--- src/rtl/sb_rx_msg_decoder.sv ---
// Sideband RX decoder: captures 64-bit packets into a FIFO, checks parity, and routes them
// either to an RDI message pulse or to the adapter as credit-controlled CFG_W-wide beats.
module sb_rx_msg_decoder #(
    parameter int FIFO_DEPTH = 4,
    parameter int CFG_W      = 32,
    parameter int CRD_MAX    = 4,
    parameter int DATA_TMO   = 64
) (
    input  logic             i_clk,
    input  logic             i_rst_n,
    input  logic             i_deser_done,
    input  logic [63:0]      i_deser_data,
    output logic             o_deser_done_sampled,
    output logic [CFG_W-1:0] o_pl_cfg,
    output logic             o_pl_cfg_vld,
    input  logic             i_pl_cfg_crd,
    input  logic             i_adapter_is_waked_up,
    output logic             o_wake_adapter,
    output logic             o_msg_valid,
    output logic [3:0]       o_msg_no,
    output logic             o_pl_nerror,
    output logic [2:0]       o_err_code
);

    localparam int NB = 64 / CFG_W;
    localparam int AW = $clog2(FIFO_DEPTH);
    localparam int KW = (NB > 1) ? $clog2(NB) : 1;
    localparam int TW = $clog2(DATA_TMO + 1);

    localparam logic [AW:0]   FULL_CNT = (AW+1)'(FIFO_DEPTH);
    localparam logic [3:0]    CRD_INIT = 4'(CRD_MAX);
    localparam logic [TW-1:0] TMO_CNT  = TW'(DATA_TMO);
    localparam logic [KW-1:0] LAST_IDX = KW'(NB - 1);

    localparam logic [4:0] OP_NODATA = 5'b10010;
    localparam logic [4:0] OP_DATA   = 5'b11011;
    localparam logic [2:0] DST_RDI   = 3'b110;
    localparam logic [2:0] DST_ADP   = 3'b001;

    localparam logic [2:0] ERR_PAR = 3'd1;
    localparam logic [2:0] ERR_DST = 3'd2;
    localparam logic [2:0] ERR_OPC = 3'd3;
    localparam logic [2:0] ERR_TMO = 3'd4;
    localparam logic [2:0] ERR_OVF = 3'd5;

    typedef enum logic [3:0] {
        IDLE, POP, DECODE, RDI_OUT, WAKE, DATA_WAIT, CFG_HDR, CFG_DATA, ERR
    } state_t;

    state_t            state;
    logic              done_q;
    logic              rise;
    logic              pop;
    logic              full;
    logic              push_ok;
    logic              drop;
    logic [63:0]       mem [FIFO_DEPTH];
    logic [AW-1:0]     wr_ptr;
    logic [AW-1:0]     rd_ptr;
    logic [AW:0]       count;
    logic [63:0]       hdr;
    logic [63:0]       dat;
    logic              with_data;
    logic [KW-1:0]     beat_idx;
    logic [TW-1:0]     timer;
    logic [3:0]        crd;
    logic              ovf_pend;
    logic              issue;
    logic [3:0]        rdi_no;
    logic [2:0]        err_now;
    logic [63:0]       cur_word;
    logic [CFG_W-1:0]  beat_word;

    logic [4:0] opcode;
    logic [7:0] msgcode;
    logic [7:0] subcode;
    logic [2:0] dstid;
    logic       cp_ok;

    assign opcode  = hdr[4:0];
    assign msgcode = hdr[21:14];
    assign subcode = hdr[39:32];
    assign dstid   = hdr[58:56];
    assign cp_ok   = (hdr[62] == ^hdr[61:0]);

    // Capture: one push per rising edge of the level-style done strobe
    assign rise    = i_deser_done & ~done_q;
    assign full    = (count == FULL_CNT);
    assign pop     = (state == POP) || ((state == DATA_WAIT) && (count != '0));
    assign push_ok = rise && (!full || pop);
    assign drop    = rise && full && !pop;
    assign o_deser_done_sampled = rise;

    always_ff @(posedge i_clk or negedge i_rst_n) begin
        if (!i_rst_n) begin
            done_q <= 1'b0;
            wr_ptr <= '0;
            rd_ptr <= '0;
            count  <= '0;
        end else begin
            done_q <= i_deser_done;
            if (push_ok) wr_ptr <= wr_ptr + 1'b1;
            if (pop)     rd_ptr <= rd_ptr + 1'b1;
            case ({push_ok, pop})
                2'b10:   count <= count + 1'b1;
                2'b01:   count <= count - 1'b1;
                default: ;
            endcase
        end
    end

    always_ff @(posedge i_clk) begin
        if (push_ok) mem[wr_ptr] <= i_deser_data;
    end

    always_comb begin
        rdi_no = 4'd0;
        case (msgcode)
            8'h01: case (subcode)
                8'h01: rdi_no = 4'd1;
                8'h04: rdi_no = 4'd2;
                8'h08: rdi_no = 4'd3;
                8'h09: rdi_no = 4'd4;
                8'h0A: rdi_no = 4'd5;
                8'h0B: rdi_no = 4'd6;
                8'h0C: rdi_no = 4'd7;
                default: rdi_no = 4'd0;
            endcase
            8'h02: case (subcode)
                8'h01: rdi_no = 4'd8;
                8'h02: rdi_no = 4'd9;
                8'h04: rdi_no = 4'd10;
                8'h08: rdi_no = 4'd11;
                8'h09: rdi_no = 4'd12;
                8'h0A: rdi_no = 4'd13;
                8'h0B: rdi_no = 4'd14;
                8'h0C: rdi_no = 4'd15;
                default: rdi_no = 4'd0;
            endcase
            default: rdi_no = 4'd0;
        endcase
    end

    // Errors detected by the FSM this cycle; zero means none
    always_comb begin
        err_now = 3'd0;
        case (state)
            DECODE: begin
                if (!cp_ok)
                    err_now = ERR_PAR;
                else if (dstid == DST_RDI) begin
                    if (opcode != OP_NODATA || rdi_no == 4'd0) err_now = ERR_OPC;
                end else if (dstid == DST_ADP) begin
                    if (opcode != OP_NODATA && opcode != OP_DATA) err_now = ERR_OPC;
                end else
                    err_now = ERR_DST;
            end
            DATA_WAIT: begin
                if (count != '0) begin
                    if (hdr[63] != ^mem[rd_ptr]) err_now = ERR_PAR;
                end else if (timer == TMO_CNT)
                    err_now = ERR_TMO;
            end
            default: ;
        endcase
    end

    // A returned credit can be spent in the same cycle it arrives
    assign issue     = ((state == CFG_HDR) || (state == CFG_DATA)) && ((crd != 4'd0) || i_pl_cfg_crd);
    assign cur_word  = (state == CFG_DATA) ? dat : hdr;
    assign beat_word = cur_word[int'(beat_idx)*CFG_W +: CFG_W];

    always_ff @(posedge i_clk or negedge i_rst_n) begin
        if (!i_rst_n) begin
            state          <= IDLE;
            hdr            <= '0;
            dat            <= '0;
            with_data      <= 1'b0;
            beat_idx       <= '0;
            timer          <= '0;
            crd            <= CRD_INIT;
            ovf_pend       <= 1'b0;
            o_pl_cfg       <= '0;
            o_pl_cfg_vld   <= 1'b0;
            o_wake_adapter <= 1'b0;
            o_msg_valid    <= 1'b0;
            o_msg_no       <= '0;
            o_pl_nerror    <= 1'b0;
            o_err_code     <= '0;
        end else begin
            o_pl_nerror  <= 1'b0;
            o_err_code   <= '0;
            o_pl_cfg_vld <= 1'b0;

            if (issue && !i_pl_cfg_crd)
                crd <= crd - 1'b1;
            else if (!issue && i_pl_cfg_crd && crd != CRD_INIT)
                crd <= crd + 1'b1;

            if (ovf_pend || drop) begin
                o_pl_nerror <= 1'b1;
                o_err_code  <= ERR_OVF;
                ovf_pend    <= ovf_pend && drop;
            end

            // An FSM error wins the output slot; overflow waits one cycle
            if (err_now != 3'd0) begin
                state       <= ERR;
                o_pl_nerror <= 1'b1;
                o_err_code  <= err_now;
                ovf_pend    <= ovf_pend || drop;
            end else begin
                case (state)
                    IDLE:
                        if (count != '0 || push_ok) state <= POP;
                    POP: begin
                        hdr   <= mem[rd_ptr];
                        state <= DECODE;
                    end
                    DECODE: begin
                        beat_idx <= '0;
                        timer    <= '0;
                        if (dstid == DST_RDI) begin
                            o_msg_valid <= 1'b1;
                            o_msg_no    <= rdi_no;
                            state       <= RDI_OUT;
                        end else begin
                            with_data <= (opcode == OP_DATA);
                            if (!i_adapter_is_waked_up) begin
                                o_wake_adapter <= 1'b1;
                                state          <= WAKE;
                            end else
                                state <= (opcode == OP_DATA) ? DATA_WAIT : CFG_HDR;
                        end
                    end
                    RDI_OUT: begin
                        o_msg_valid <= 1'b0;
                        o_msg_no    <= '0;
                        state       <= IDLE;
                    end
                    WAKE:
                        if (i_adapter_is_waked_up) begin
                            o_wake_adapter <= 1'b0;
                            state          <= with_data ? DATA_WAIT : CFG_HDR;
                        end
                    DATA_WAIT:
                        if (count != '0) begin
                            dat   <= mem[rd_ptr];
                            state <= CFG_HDR;
                        end else
                            timer <= timer + 1'b1;
                    CFG_HDR, CFG_DATA:
                        if (issue) begin
                            o_pl_cfg_vld <= 1'b1;
                            o_pl_cfg     <= beat_word;
                            if (beat_idx == LAST_IDX) begin
                                beat_idx <= '0;
                                state    <= (state == CFG_HDR && with_data) ? CFG_DATA : IDLE;
                            end else
                                beat_idx <= beat_idx + 1'b1;
                        end
                    ERR:
                        state <= IDLE;
                    default:
                        state <= IDLE;
                endcase
            end
        end
    end

endmodule
--- config.mk ---
export PLATFORM = sky130hd
export DESIGN_NAME = sb_rx_msg_decoder
export DESIGN_NICKNAME = d
export VERILOG_FILES = /design/src/rtl/sb_rx_msg_decoder.sv
export SDC_FILE = /design/constraint.sdc
export NUM_CORES = 1
export LEC_CHECK = 0
export CORE_MARGIN = 5
export CORE_UTILIZATION = 52
export DETAILED_ROUTE_END_ITERATION = 10
export GPL_ROUTABILITY_DRIVEN = 0
export GPL_TIMING_DRIVEN = 0
export PLACE_DENSITY = 0.71
export SLEW_MARGIN = 20
export SYNTH_ARGS = -nofsm -noshare
export SYNTH_HDL_FRONTEND = slang
export SYNTH_SLANG_ARGS = --single-unit
--- constraint.sdc ---
create_clock -name i_clk -period 5.8 [get_ports i_clk]
set_input_delay 1.16 -clock i_clk [delete_from_list [all_inputs] [get_ports i_clk]]
set_output_delay 1.16 -clock i_clk [all_outputs]
set_load 0.01 [all_outputs]
Word level (Yosys, flattened, before mapping)

Memory sizes are Yosys's and may differ from the RTL's.
Cells that the tools add are included.

Logic and storage cells: 172
Memory bits (writable): 256
Flip-flop bits (word level): 197
Memory bits (read-only): 64
Memories: 2
Output and inout bits: 44

Memories:

| memory           | depth | bits a word | rd ports | clocked after memory_dff | wr ports | line | RTL |
|---|---|---|---|---|---|---|---|
| mem              | 4     | 64          | 1        | 0                        | 1        | 57   | `logic [63:0] mem [FIFO_DEPTH];` |
| (name not given) | 16    | 4           | 1        | 0                        | 0        | 129  | `8'h02: case (subcode)` |

$add $sub $neg: 8
Reductions and logical operators: 47
Shift-type cells: 1
Equality and inequality tests: 39
Mux-type cells: 52
Bitwise gates (word level): 4

Operator list:

| cell                                                            | count |
|---|---|
| 64-bit 2-to-1 mux                                               | 1 |
| 64-bit parity                                                   | 1 |
| 64-bit by 7-bit variable part select with 32-bit output         | 1 |
| 62-bit parity                                                   | 1 |
| 8-bit by 4-bit == test with 1-bit output, second input constant | 5 |
| 4-bit 2-to-1 mux                                                | 10 |
| 3-bit 2-to-1 mux                                                | 9 |
| 4-bit case mux with 6 select lines                              | 1 |
| 3-bit case mux with 7 select lines                              | 1 |
| 3-bit AND reduction                                             | 6 |
| 4-bit by 3-bit == test with 1-bit output, second input constant | 4 |
| 8-bit by 1-bit == test with 1-bit output, second input constant | 2 |
| 1-bit 2-to-1 mux                                                | 16 |
| 4-bit case mux with 2 select lines                              | 2 |
| 7-bit case mux with 2 select lines                              | 1 |
| 2-bit nonzero test                                              | 7 |
| 4-bit zero test                                                 | 3 |
| 2-bit != test, second input constant                            | 6 |
| 3-bit != test, second input constant                            | 4 |
| 3-bit case mux with 2 select lines                              | 2 |
| 1-bit logical AND                                               | 11 |
| 2-bit 2-to-1 mux                                                | 5 |
| 5-bit != test, second input constant                            | 2 |
| 5-bit AND reduction                                             | 2 |
| other kinds (31)                                                | 48 |

Depth between registers and ports, before layout

Depth after elaboration: 12
Mapped depth: 13

Least setup slack after synthesis

OpenSTA, ideal clock, no wires.

Path kind: input port to flip-flop
From: input i_deser_done
To: memory mem[0][0] (enable)
Stages: 3
Arrival: 3.210 ns
Path slack: 2.162 ns
Path buffers: 0
Required time: 5.371 ns
Cells stage by stage: nand2b_1 > a31oi_1 > and2_1

Cells in the longest elaborated chain, start to end: 4

Ends and longest elaborated chain:

| what                                   | line | RTL |
|---|---|---|
| start, declared                        | 11   | `input logic i_deser_done,` |
| 1-bit AND                              | 87   | `assign rise = i_deser_done & ~done_q;` |
| 1-bit logical AND                      | 90   | `assign push_ok = rise && (!full \|\| pop);` |
| 1-bit 2-to-1 mux                       | 113  | `if (push_ok) mem[wr_ptr] <= i_deser_data;` |
| 1-bit 2-to-1 mux (not written as such) | 113  |  |
| end, declared                          | 57   |  |

No other way between the ends.

Final worst setup path

From: register rd_ptr[1]
To: register dat[4] (read register of mem)

Cells in the longest elaborated chain, start to end: 9

Ends and longest elaborated chain:

| what                               | line | RTL |
|---|---|---|
| start, declared                    | 59   | `logic [AW-1:0] rd_ptr;` |
| start signal, assigned             | 103  | `if (pop) rd_ptr <= rd_ptr + 1'b1;` |
| memory read 4 x 64 bit *           | --   |  |
| 64-bit parity                      | 160  | `if (hdr[63] != ^mem[rd_ptr]) err_now = ERR_PAR;` |
| 1-bit != test                      | 160  |  |
| 1-bit 2-to-1 mux                   | 160  |  |
| 3-bit 2-to-1 mux                   | 159  | `if (count != '0) begin` |
| 3-bit case mux with 2 select lines | 147  | `case (state)` |
| 3-bit nonzero test                 | 207  | `if (err_now != 3'd0) begin` |
| 1-bit NOT (no line)                | --   |  |
| 3-bit AND reduction (no line)      | --   |  |
| end, declared                      | 62   | `logic [63:0] dat;` |

Every way passes the cells marked *; elsewhere a longest branch is shown, timed or not.
A chain may end at the register's enable or synchronous reset.

==> out/qor.csv <==
stage,metric,value,unit
logic_synthesis,synth-seq-cells,453,
place,numPlacedInstances,1730,
global_routing,antenna_found_initial,0,
layout,fillers,2665,
sta,final.setup_skew,13.2,ps
layout,post_route_cells_drive_above_1_share,24.9,%
critical_path,path_max_fanout,10,
place,detailed_place.area,0.0213,mm2
pwr,internal_power,9730,uW
die,die_y,203,um
drt,drt-initial-drc-count,681,
place,port_buffers,112,
logic_synthesis,synth.most_common_cell,sky130_fd_sc_hd__edfxtp_1,
critical_path,critical_path_required,6250,ps
drt,vias,10369,
die,coreArea,0.0367,mm2
logic_synthesis,ys_async_sr_fraction,43.5,%
global_routing,global_route.overflow_total,0,
place,dp.final_hpwl,29900,um
sta,max_clock_freq,212,MHz
sta,timing_hold_violations_final,0,
logic_synthesis,synthDistinctLibCells,51,
global_routing,first_global_vias,10942,
sta,max_slew_margin,32.1,%
clocking,cts_tree,yes,
logic_synthesis,yosysWarningCount,0,
die,dieArea,0.0413,mm2
logic_synthesis,synth.top_cells.by_area,"sky130_fd_sc_hd__edfxtp_1 (40%), sky130_fd_sc_hd__dfrtp_1 (25%), sky130_fd_sc_hd__mux4_2 (11%)",
clocking,cts_root_buf,sky130_fd_sc_hd__clkbuf_16,
status,status,finished clean,
layout,area.growth.synth_to_final,17.8,%
logic_synthesis,netlist_instances,1144,
critical_path,cp-end-kind,flip-flop,
global_routing,pin_count_of_the_biggest_net_entering_global_routing,95,
layout,final-instance-count-excl-fill,1817,
logic_synthesis,synthTopCellsByCount,"sky130_fd_sc_hd__edfxtp_1 (256), sky130_fd_sc_hd__dfrtp_1 (196), sky130_fd_sc_hd__mux2_2 (133)",
pwr,seq_power_share,30.8,%
die,chipWidth,203,um
pwr,power.leakage,0.00848,uW
drt,drt-vias-per-instance,5.71,
drt,overall_routed_net_length,42900,um
critical_path,crit_type,reg2reg,
critical_path,timing.critical_path.from_type,flip-flop,
pwr,pwr_density_cell,669,mW/mm2
pwr,ir_drop,0.681,mV
clocking,clock_tree.htree_level_count,2,
clocking,tritoncts_num_sinks,453,
clocking,cts.hold.buffers_added,0,
sta,setup_slack,1080,ps
logic_synthesis,synthesis.nets,1246,
sta,finalCritPeriodShare,81.3,%
clocking,cts-buffers-inserted,47,
logic_synthesis,synth.cell_area,0.0194,mm2
clocking,clock_path_buffers,3,
critical_path,worst-endpoint-arrival,5170,ps
clocking,post_cts_resize_count,0,
drt,drt.antenna.violating_nets,0,
logic_synthesis,leading_register_cell_type_out_of_synthesis,sky130_fd_sc_hd__edfxtp_1,
pwr,power.share.switching,36.3,%
global_routing,globalRouteTotalUtil,21.2,%
sta,slew_violations,0,
sta,period_minus_slack,4720,ps
clocking,clock_latency,580,ps
logic_synthesis,synth_top_cell_by_area,sky130_fd_sc_hd__edfxtp_1,
global_routing,grt_pass1_wl,66400,um
clocking,cts.clk_slew.worst_paths,60,ps
pwr,p_total,15300,uW
logic_synthesis,number_of_flops_mapped_to_enable_cells_by_yosys,256,
die,row_count,70,
sta,final_number_of_setup_violating_endpoints,0,
run,cap_viol_max_count,0,
sta,setup_repair_after_global_routing_missed_its_margin,false,
die,floorplan.io_pins,113,
logic_synthesis,post-synth-top-area-fraction,39.6,%
drt,drc_viols,0,
pwr,p_comb_share,49.1,%
pwr,fraction_of_power_consumed_by_the_clock_network,20.1,%
worst_hold_path,timing.hold.worst.class,in2async,
clocking,postCtsSetupBuffers,0,
logic_synthesis,synth_area_per_cell,17.0,um2
drt,firstDrtPassIters,4,
layout,post-route-cell-area,0.0228,mm2
logic_synthesis,ys_seq_area_share,65.0,%
pwr,power_switching,5550,uW
place,pre_cts_ws,1110,ps
die,initial_core_util,52.9,%
sta,tightestPinTransition,1010,ps
drt,wl_per_cell,23.6,um
layout,insertedDiodeCount,0,
layout,final_nets,1413,
flip-flops by register name, indices dropped and copies added (netlist names), 4 cells and up:
signal    count
mem         256
o_pl_cfg     32
dat          64
timer         7
o_msg_no      4
crd           4
hdr          64
state         4
power by group through the flow:
stage	clock network [uW]	registers [uW]	logic (uW)
floorplan	0	4680	5990
global placement	0	4760	7430
detailed placement	0	4770	7640
CTS	3140	4710	7620
global route	3280	4790	8000
finish	3080	4710	7500
cell families after synthesis:
family                     Yosys count  synth area share (%)
AOI/OAI and AO/OA                   93                  2.87
xor gates and xnor gates           121                  5.68
adders and majority gates           33                  2.21
buffers and inverters               89                  2.00
DFF                                453                  65.0
muxes                              236                  19.3
and+or+nand+nor                    119                  2.93
path summary, 6_finish.rpt:
| path | cells past startpoint | slack [ps] | to | start |
|---|---|---|---|---|
| min in group i_clk | 1 | 480 | crd[3] | crd[3] |
| worst max register to register | 12 | 1080 | dat[4] | rd_ptr[1] |
| worst min-delay path | 1 | 470 | o_pl_cfg[5] | i_rst_n |
| worst min register to register | 1 | 480 | crd[3] | crd[3] |
| worst max-delay path | 12 | 1080 | dat[4] | rd_ptr[1] |
| max in group asynchronous | 3 | 4190 | dat[54] | i_rst_n |
per-layer routing:
layer	track usage, %	share of wire, %	wire length, um	vias up
met1	30.5	44	19000	5429
met5	0	0	0	-
met3	4.05	4.5	1930	63
met4	5.42	2.4	1030	0
met2	34.0	49	20900	239
li1	-	-	-	4638
worst max-delay path, stage by stage (launching register included):
cell and delay (ps):
sky130_fd_sc_hd__dfrtp_1 440, sky130_fd_sc_hd__buf_2 310, sky130_fd_sc_hd__buf_2 350, sky130_fd_sc_hd__buf_1 590, sky130_fd_sc_hd__mux4_2 500, sky130_fd_sc_hd__xnor2_1 170
sky130_fd_sc_hd__xnor2_1 290, sky130_fd_sc_hd__xnor2_1 200, sky130_fd_sc_hd__xnor2_1 160, sky130_fd_sc_hd__xnor2_1 230, sky130_fd_sc_hd__nor3_4 580, sky130_fd_sc_hd__buf_4 360
sky130_fd_sc_hd__mux2_2 360
layout by cell type (no fill, tap or decap), drive strengths merged, types with 4 or more instances in the layout:
cell	count
dfrtp	196
buf	32
mux2	139
nand2	41
a21oi	18
nor2b	6
or2	4
nor3	9
ha	31
edfxtp	256
clkdlybuf4s50	111
xnor2	101
a31oi	5
o211ai	5
o21ai	43
bufinv	7
clkinv	20
inv	44
and2	6
clkbuf	77
nand3	9
o2bb2ai	4
nand2b	5
xor2	17
mux4	96
nor2	27
per-stage QoR:
step	utilization, %	TNS, ps	hold WS (ps)
6_report	62.3	0	472
4_1_cts	62.3	0	463
2_1_floorplan	-	0	443
3_3_place_gp	57.5	-921880	463
3_5_place_dp	58.0	0	466
5_1_grt	62.3	0	484
area by class of cell:
cell class | count | area, um2 | area share, %
Multi-Input combinational cell | 602 | 6400 | 28.0
Clock inverter | 31 | 347 | 1.52
Tap cell | 468 | 586 | 2.56
Sequential cell | 453 | 12600 | 55.2
Timing Repair Buffer | 118 | 1280 | 5.59
Clock buffer | 56 | 1230 | 5.39
Inverter | 43 | 161 | 0.706
Buffer | 46 | 226 | 0.991
(Power assumes the default switching activity.)
